File: src/rtl/pll_sup_pkg.sv
// Shared definitions for the PLL lock supervisor.
// - state_e : FSM state encodings (also exported on state_o for debug/LEDs)
// - StateW  : width of the state encoding
// - LossW   : width of the saturating lock-loss counter
// - RetryW  : width of the consecutive-timeout counter (MAX_RETRIES up to 15)
package pll_sup_pkg;

    localparam int unsigned StateW = 3;
    localparam int unsigned LossW  = 8;
    localparam int unsigned RetryW = 4;

    typedef enum logic [StateW-1:0] {
        StResetPll  = 3'd0,
        StWaitLock  = 3'd1,
        StStabilize = 3'd2,
        StRun       = 3'd3,
        StFault     = 3'd4
    } state_e;

endpackage

File: src/rtl/sync_2ff.sv
// Single-bit two-flop synchroniser with configurable reset value.
// Ports:
//   clk   - destination clock
//   rst_n - synchronous, active-low reset (both flops load RESET_VAL)
//   d     - asynchronous input
//   q     - synchronised output, two clk edges of latency
module sync_2ff #(
    parameter logic RESET_VAL = 1'b0
) (
    input  logic clk,
    input  logic rst_n,
    input  logic d,
    output logic q
);

    logic meta;

    always_ff @(posedge clk) begin
        if (!rst_n) begin
            meta <= RESET_VAL;
            q    <= RESET_VAL;
        end else begin
            meta <= d;
            q    <= meta;
        end
    end

endmodule

File: src/rtl/pll_lock_supervisor.sv
// PLL lock supervisor: drives the PLL RESET pin, watches LOCK, and releases the
// downstream system reset only after lock has been continuously stable. Retries
// the PLL on lock timeout, re-sequences on loss of lock, and latches FAULT after
// MAX_RETRIES consecutive timeouts.
// Ports:
//   clkin       - reference clock, the only clock
//   rst_n       - synchronous, active-low reset
//   lock_i      - PLL LOCK, asynchronous; synchronised internally
//   pll_reset_o - 1 = hold PLL in reset
//   sys_rst_n_o - downstream reset, active-low; 1 only in RUN
//   locked_o    - 1 while in RUN
//   fault_o     - 1 while in FAULT (terminal until rst_n)
//   loss_cnt_o  - saturating count of lock losses seen in RUN
//   state_o     - current state encoding
module pll_lock_supervisor
    import pll_sup_pkg::*;
#(
    parameter int unsigned PLL_RST_CYCLES = 16,
    parameter int unsigned LOCK_TIMEOUT   = 4096,
    parameter int unsigned STABLE_CYCLES  = 1024,
    parameter int unsigned MAX_RETRIES    = 3,
    parameter int unsigned CNT_W          = 13
) (
    input  logic              clkin,
    input  logic              rst_n,
    input  logic              lock_i,
    output logic              pll_reset_o,
    output logic              sys_rst_n_o,
    output logic              locked_o,
    output logic              fault_o,
    output logic [LossW-1:0]  loss_cnt_o,
    output logic [StateW-1:0] state_o
);

    localparam logic [CNT_W-1:0]  RstLast    = CNT_W'(PLL_RST_CYCLES - 1);
    localparam logic [CNT_W-1:0]  TimeoutLast = CNT_W'(LOCK_TIMEOUT - 1);
    localparam logic [CNT_W-1:0]  StableLast = CNT_W'(STABLE_CYCLES - 1);
    localparam logic [RetryW-1:0] RetryMax   = RetryW'(MAX_RETRIES);
    localparam logic [LossW-1:0]  LossSat    = '1;

    logic lock_s;

    state_e             state_q, state_d;
    logic [CNT_W-1:0]   timer_q, timer_d;
    logic [RetryW-1:0]  retry_q, retry_d;
    logic [LossW-1:0]   loss_q, loss_d;
    logic               pll_reset_q, sys_rst_n_q, locked_q, fault_q;

    sync_2ff #(
        .RESET_VAL (1'b0)
    ) u_lock_sync (
        .clk   (clkin),
        .rst_n (rst_n),
        .d     (lock_i),
        .q     (lock_s)
    );

    always_comb begin
        state_d = state_q;
        timer_d = timer_q + 1'b1;
        retry_d = retry_q;
        loss_d  = loss_q;

        case (state_q)
            StResetPll: begin
                if (timer_q == RstLast) begin
                    state_d = StWaitLock;
                    timer_d = '0;
                end
            end
            StWaitLock: begin
                // Lock takes priority over a coincident timeout.
                if (lock_s) begin
                    state_d = StStabilize;
                    timer_d = '0;
                end else if (timer_q == TimeoutLast) begin
                    retry_d = retry_q + 1'b1;
                    timer_d = '0;
                    state_d = (retry_d == RetryMax) ? StFault : StResetPll;
                end
            end
            StStabilize: begin
                // A glitch reopens the lock window without counting as a retry.
                if (!lock_s) begin
                    state_d = StWaitLock;
                    timer_d = '0;
                end else if (timer_q == StableLast) begin
                    state_d = StRun;
                    timer_d = '0;
                    retry_d = '0;
                end
            end
            StRun: begin
                timer_d = '0;
                if (!lock_s) begin
                    state_d = StResetPll;
                    if (loss_q != LossSat) begin
                        loss_d = loss_q + 1'b1;
                    end
                end
            end
            StFault: begin
                timer_d = '0;
            end
            default: begin
                state_d = StResetPll;
                timer_d = '0;
            end
        endcase
    end

    // Outputs are decoded from the next state so they change on the same edge
    // the state is entered.
    always_ff @(posedge clkin) begin
        if (!rst_n) begin
            state_q     <= StResetPll;
            timer_q     <= '0;
            retry_q     <= '0;
            loss_q      <= '0;
            pll_reset_q <= 1'b1;
            sys_rst_n_q <= 1'b0;
            locked_q    <= 1'b0;
            fault_q     <= 1'b0;
        end else begin
            state_q     <= state_d;
            timer_q     <= timer_d;
            retry_q     <= retry_d;
            loss_q      <= loss_d;
            pll_reset_q <= (state_d == StResetPll) || (state_d == StFault);
            sys_rst_n_q <= (state_d == StRun);
            locked_q    <= (state_d == StRun);
            fault_q     <= (state_d == StFault);
        end
    end

    assign pll_reset_o = pll_reset_q;
    assign sys_rst_n_o = sys_rst_n_q;
    assign locked_o    = locked_q;
    assign fault_o     = fault_q;
    assign loss_cnt_o  = loss_q;
    assign state_o     = state_q;

endmodule

File: config.mk
export PLATFORM = sky130hd
export DESIGN_NAME = pll_lock_supervisor
export DESIGN_NICKNAME = d
export VERILOG_FILES = /design/src/rtl/pll_sup_pkg.sv /design/src/rtl/sync_2ff.sv /design/src/rtl/pll_lock_supervisor.sv
export SDC_FILE = /design/constraint.sdc
export NUM_CORES = 1
export LEC_CHECK = 0
export CAP_MARGIN = 20
export CORE_MARGIN = 5
export CORE_UTILIZATION = 40
export DETAILED_ROUTE_END_ITERATION = 16
export SETUP_SLACK_MARGIN = 0.02
export SYNTH_ARGS = -nofsm -noshare
export SYNTH_HDL_FRONTEND = slang
export SYNTH_HIERARCHICAL = 1
export SYNTH_SLANG_ARGS = --single-unit
File: constraint.sdc
create_clock -name clkin -period 1.7 [get_ports clkin]
set_input_delay 0.34 -clock clkin [delete_from_list [all_inputs] [get_ports clkin]]
set_output_delay 0.34 -clock clkin [all_outputs]
set_load 0.005 [all_outputs]
==> flow_summary.toml <==
[placement]
port-buffer-count = 17
dp_hpwl_microns = 2950
place_congestion = 0.937
preCtsSetupSlack_ps = -40.6
dpl_cell_area_sq_um = 2050

[clocking]
clock_path_buffers = 2
clk_latency_ps = 280
root_buffer = "clkbuf_8"
cts_tree = "done"
cts_hold_buf = 0
h-tree-depth = 2
cts_inserted_buffers = 5
cts.sinks = 33
clkTransAtPathRegs_ps = 60

[floorplan]
start_util_pct = 40.7
placeableCoreArea_sq_um = 3970
fp.dieW_microns = 73.6
die_h_microns = 73.6
ios = 18
rows = 23
dieArea_sq_um = 5410

[pwr]
leakage_nw = 0.817
power_density_nw_per_um2 = 630
peakVddDrop_v = 0.000449

[setup_path]
crit_path_end_kind = "register"
cpPeakStageDelay_ps = 560
required_ps = 1900
critical_path_class = "reg -> reg"
cp_cell_sequence = "or4b_4 > nor3b_2 > or4b_4 > a21oi_2"
critPathMaxFanout = 3
crit_top_cell = "or4b_4"
cp_slowest_cell = "or4b_4"
critPathArrivalTime_ps = 1950
critPathLaunchType = "register"
r2r_setup_slack_ps = -50

[sta]
fin_crit_sh_pct = 103
hold_violations = 0
setup_viol = 2
grt_setup_unrepaired = "yes"
fmax_ghz = 0.572
tightest_slew_ps = 390
fin_tns_setup_ps = -70.9
max_slew_margin_pct = 73.7
clock_skew_ps = 7.17
drv_slew = 0
whs_ps = 442
worst_slack_ps = -48.7
period_needed_ps = 1750

[synth]
syn_nets = 183
synth_cells = 176
yosys_warnings = 6
ys_ff_latch = 33
synthTopCellsByArea = "dfxtp_1 41%, a21oi_1 6.5%, xnor2_1 5.4%"
synthDistinctLibCells = 46
synth_edf_count = 0
synth_area_sq_um = 1620
yosysTopAreaCell = "dfxtp_1"
yosysSeqAreaShare_pct = 40.9
synth_top_area_share_pct = 40.9
ys_async_sr_fraction_pct = 0
synth_flop_cell = "dfxtp_1"
avgSynthCellArea_sq_um = 9.18

[global_route]
grt_max_degree = 14
overflow = 0
grt_pass1_vias = 1454
grt_pass1_wl_microns = 6520
track_usage_pct = 15.5
antenna_found_initial = 0

[drt]
wirelength_microns = 3970
drc = 0
firstDrtPassIters = 4
drtIter0Drc = 75
vias = 1525
wl_per_cell_microns = 14.3
via_per_inst = 5.51
ant_nets = 0

[status]
violations = "setup timing"
status = "complete, but fails checks"

[layout]
area_growth_pct = 42.0
nets = 234
diodes = 0
drive_gt1_share_pct = 36.6
final_design_area_no_fill_sq_um = 2290

[min_path]
hold_class = "reg -> reg"

[run]
cap_violations = 0
==> worst max-delay path, delay by kind of cell, from the launching register on <==
| family | cells | cell delay (ps) |
|---|---|---|
| compound gates | 1 | 140 |
| flops | 1 | 310 |
| simple gates | 3 | 1230 |
==> cell usage in the layout, fill, tap and decap left out, types with 8 or more instances in the layout <==
| cell type | synthesis | layout |
|---|---|---|
| a21oi_1 | 21 | 8 |
| a21oi_2 | 0 | 13 |
| buf_4 | 2 | 31 |
| clkdlybuf4s50_1 | 0 | 17 |
| dfxtp_1 | 33 | 23 |
| dfxtp_2 | 0 | 9 |
| nand2_1 | 9 | 9 |
| nand3_1 | 10 | 9 |
| nor2_1 | 11 | 10 |
| xnor2_1 | 10 | 10 |
==> sequential cells by signal (all words and copies together), names as in the netlist <==
| register | count |
|---|---|
| fault_o | 1 |
| locked_o | 1 |
| loss_cnt_o | 8 |
| pll_reset_o | 1 |
| retry_q | 4 |
| state_o | 3 |
| timer_q | 13 |
| u_lock_sync/meta | 1 |
| u_lock_sync/q | 1 |
==> layer usage <==
| layer | vias to the layer above | global-route usage, % | share of wire [%] |
|---|---|---|---|
| li1 | 754 | - | - |
| met1 | 729 | 17.6 | 43 |
| met2 | 33 | 26.9 | 51 |
| met3 | 9 | 5.20 | 4.5 |
| met4 | 0 | 5.43 | 1.8 |
| met5 | - | 0 | 0 |
==> final timing paths <==
path                   endpoint  depth (start not counted)              from
setup reg to reg     state_o[2]                          4        state_o[1]
hold / removal    u_lock_sync/q                          1  u_lock_sync/meta
setup / recovery     state_o[2]                          4        state_o[1]
hold reg to reg   u_lock_sync/q                          1  u_lock_sync/meta
==> cell usage after synthesis, types with 2 or more instances <==
library cell and instances:
inv_1 7, dfxtp_1 33, a41oi_1 2, nor4_1 2, o31ai_1 3, a21oi_1 21, or3_1 3, nand4_1 5
clkbuf_1 2, nand3_1 10, xor2_1 6, nand2_1 9, xnor2_1 10, or4_1 2, or4b_1 2, ha_1 4
and4_1 3, nor2_1 11, nor3_1 8, and2_1 3, mux2i_1 2, buf_4 2, o21ai_0 3
==> per-stage QoR <==
| step | cells | utilization, % | power (W) |
|---|---|---|---|
| after floorplan | 176 | - | 0.000835 |
| after global placement | 266 | 51.6 | 0.000861 |
| after detailed placement | 266 | 51.6 | 0.000865 |
| after CTS | 273 | 54.6 | 0.00145 |
| after global routing | 277 | 57.8 | 0.00152 |
| final | 277 | 57.8 | 0.00145 |
==> logic make-up (layout without fill, tap and decap cells) <==
family	count (synthesis)	after routing	synth area share, %
AO/OA/AOI/OAI	39	40	16.1
buffers and inverters	14	64	4.57
adder cells (fa/ha/maj)	4	4	3.10
AND/OR/NAND/NOR	67	67	24.8
flip-flops	33	33	40.9
multiplexers	3	3	1.93
XOR/XNOR	16	16	8.67
==> layout make-up <==
type	instances	area (sq um)
tap	50	62.6
clock buffer	7	86.3
sequential	33	676
timing repair buffer	50	425
inverter	7	26.3
multi-input combinational	130	1020
fill	351	1680
==> report_power, final <==
group / internal, W / switching [W] / leakage (nW)
Clock: 0.000321 / 0.000265 / 0.0443
Combinational: 0.0000395 / 0.0000330 / 0.501
Sequential: 0.000781 / 0.00000713 / 0.272
==> timing repair <==
action	in CTS	in global routing
resized for setup	8	26
cloned	0	1
endpoints found under the setup margin	16	25
buffers inserted	0	3
pin swaps	2	15
Power figures use the tool's default switching activity.
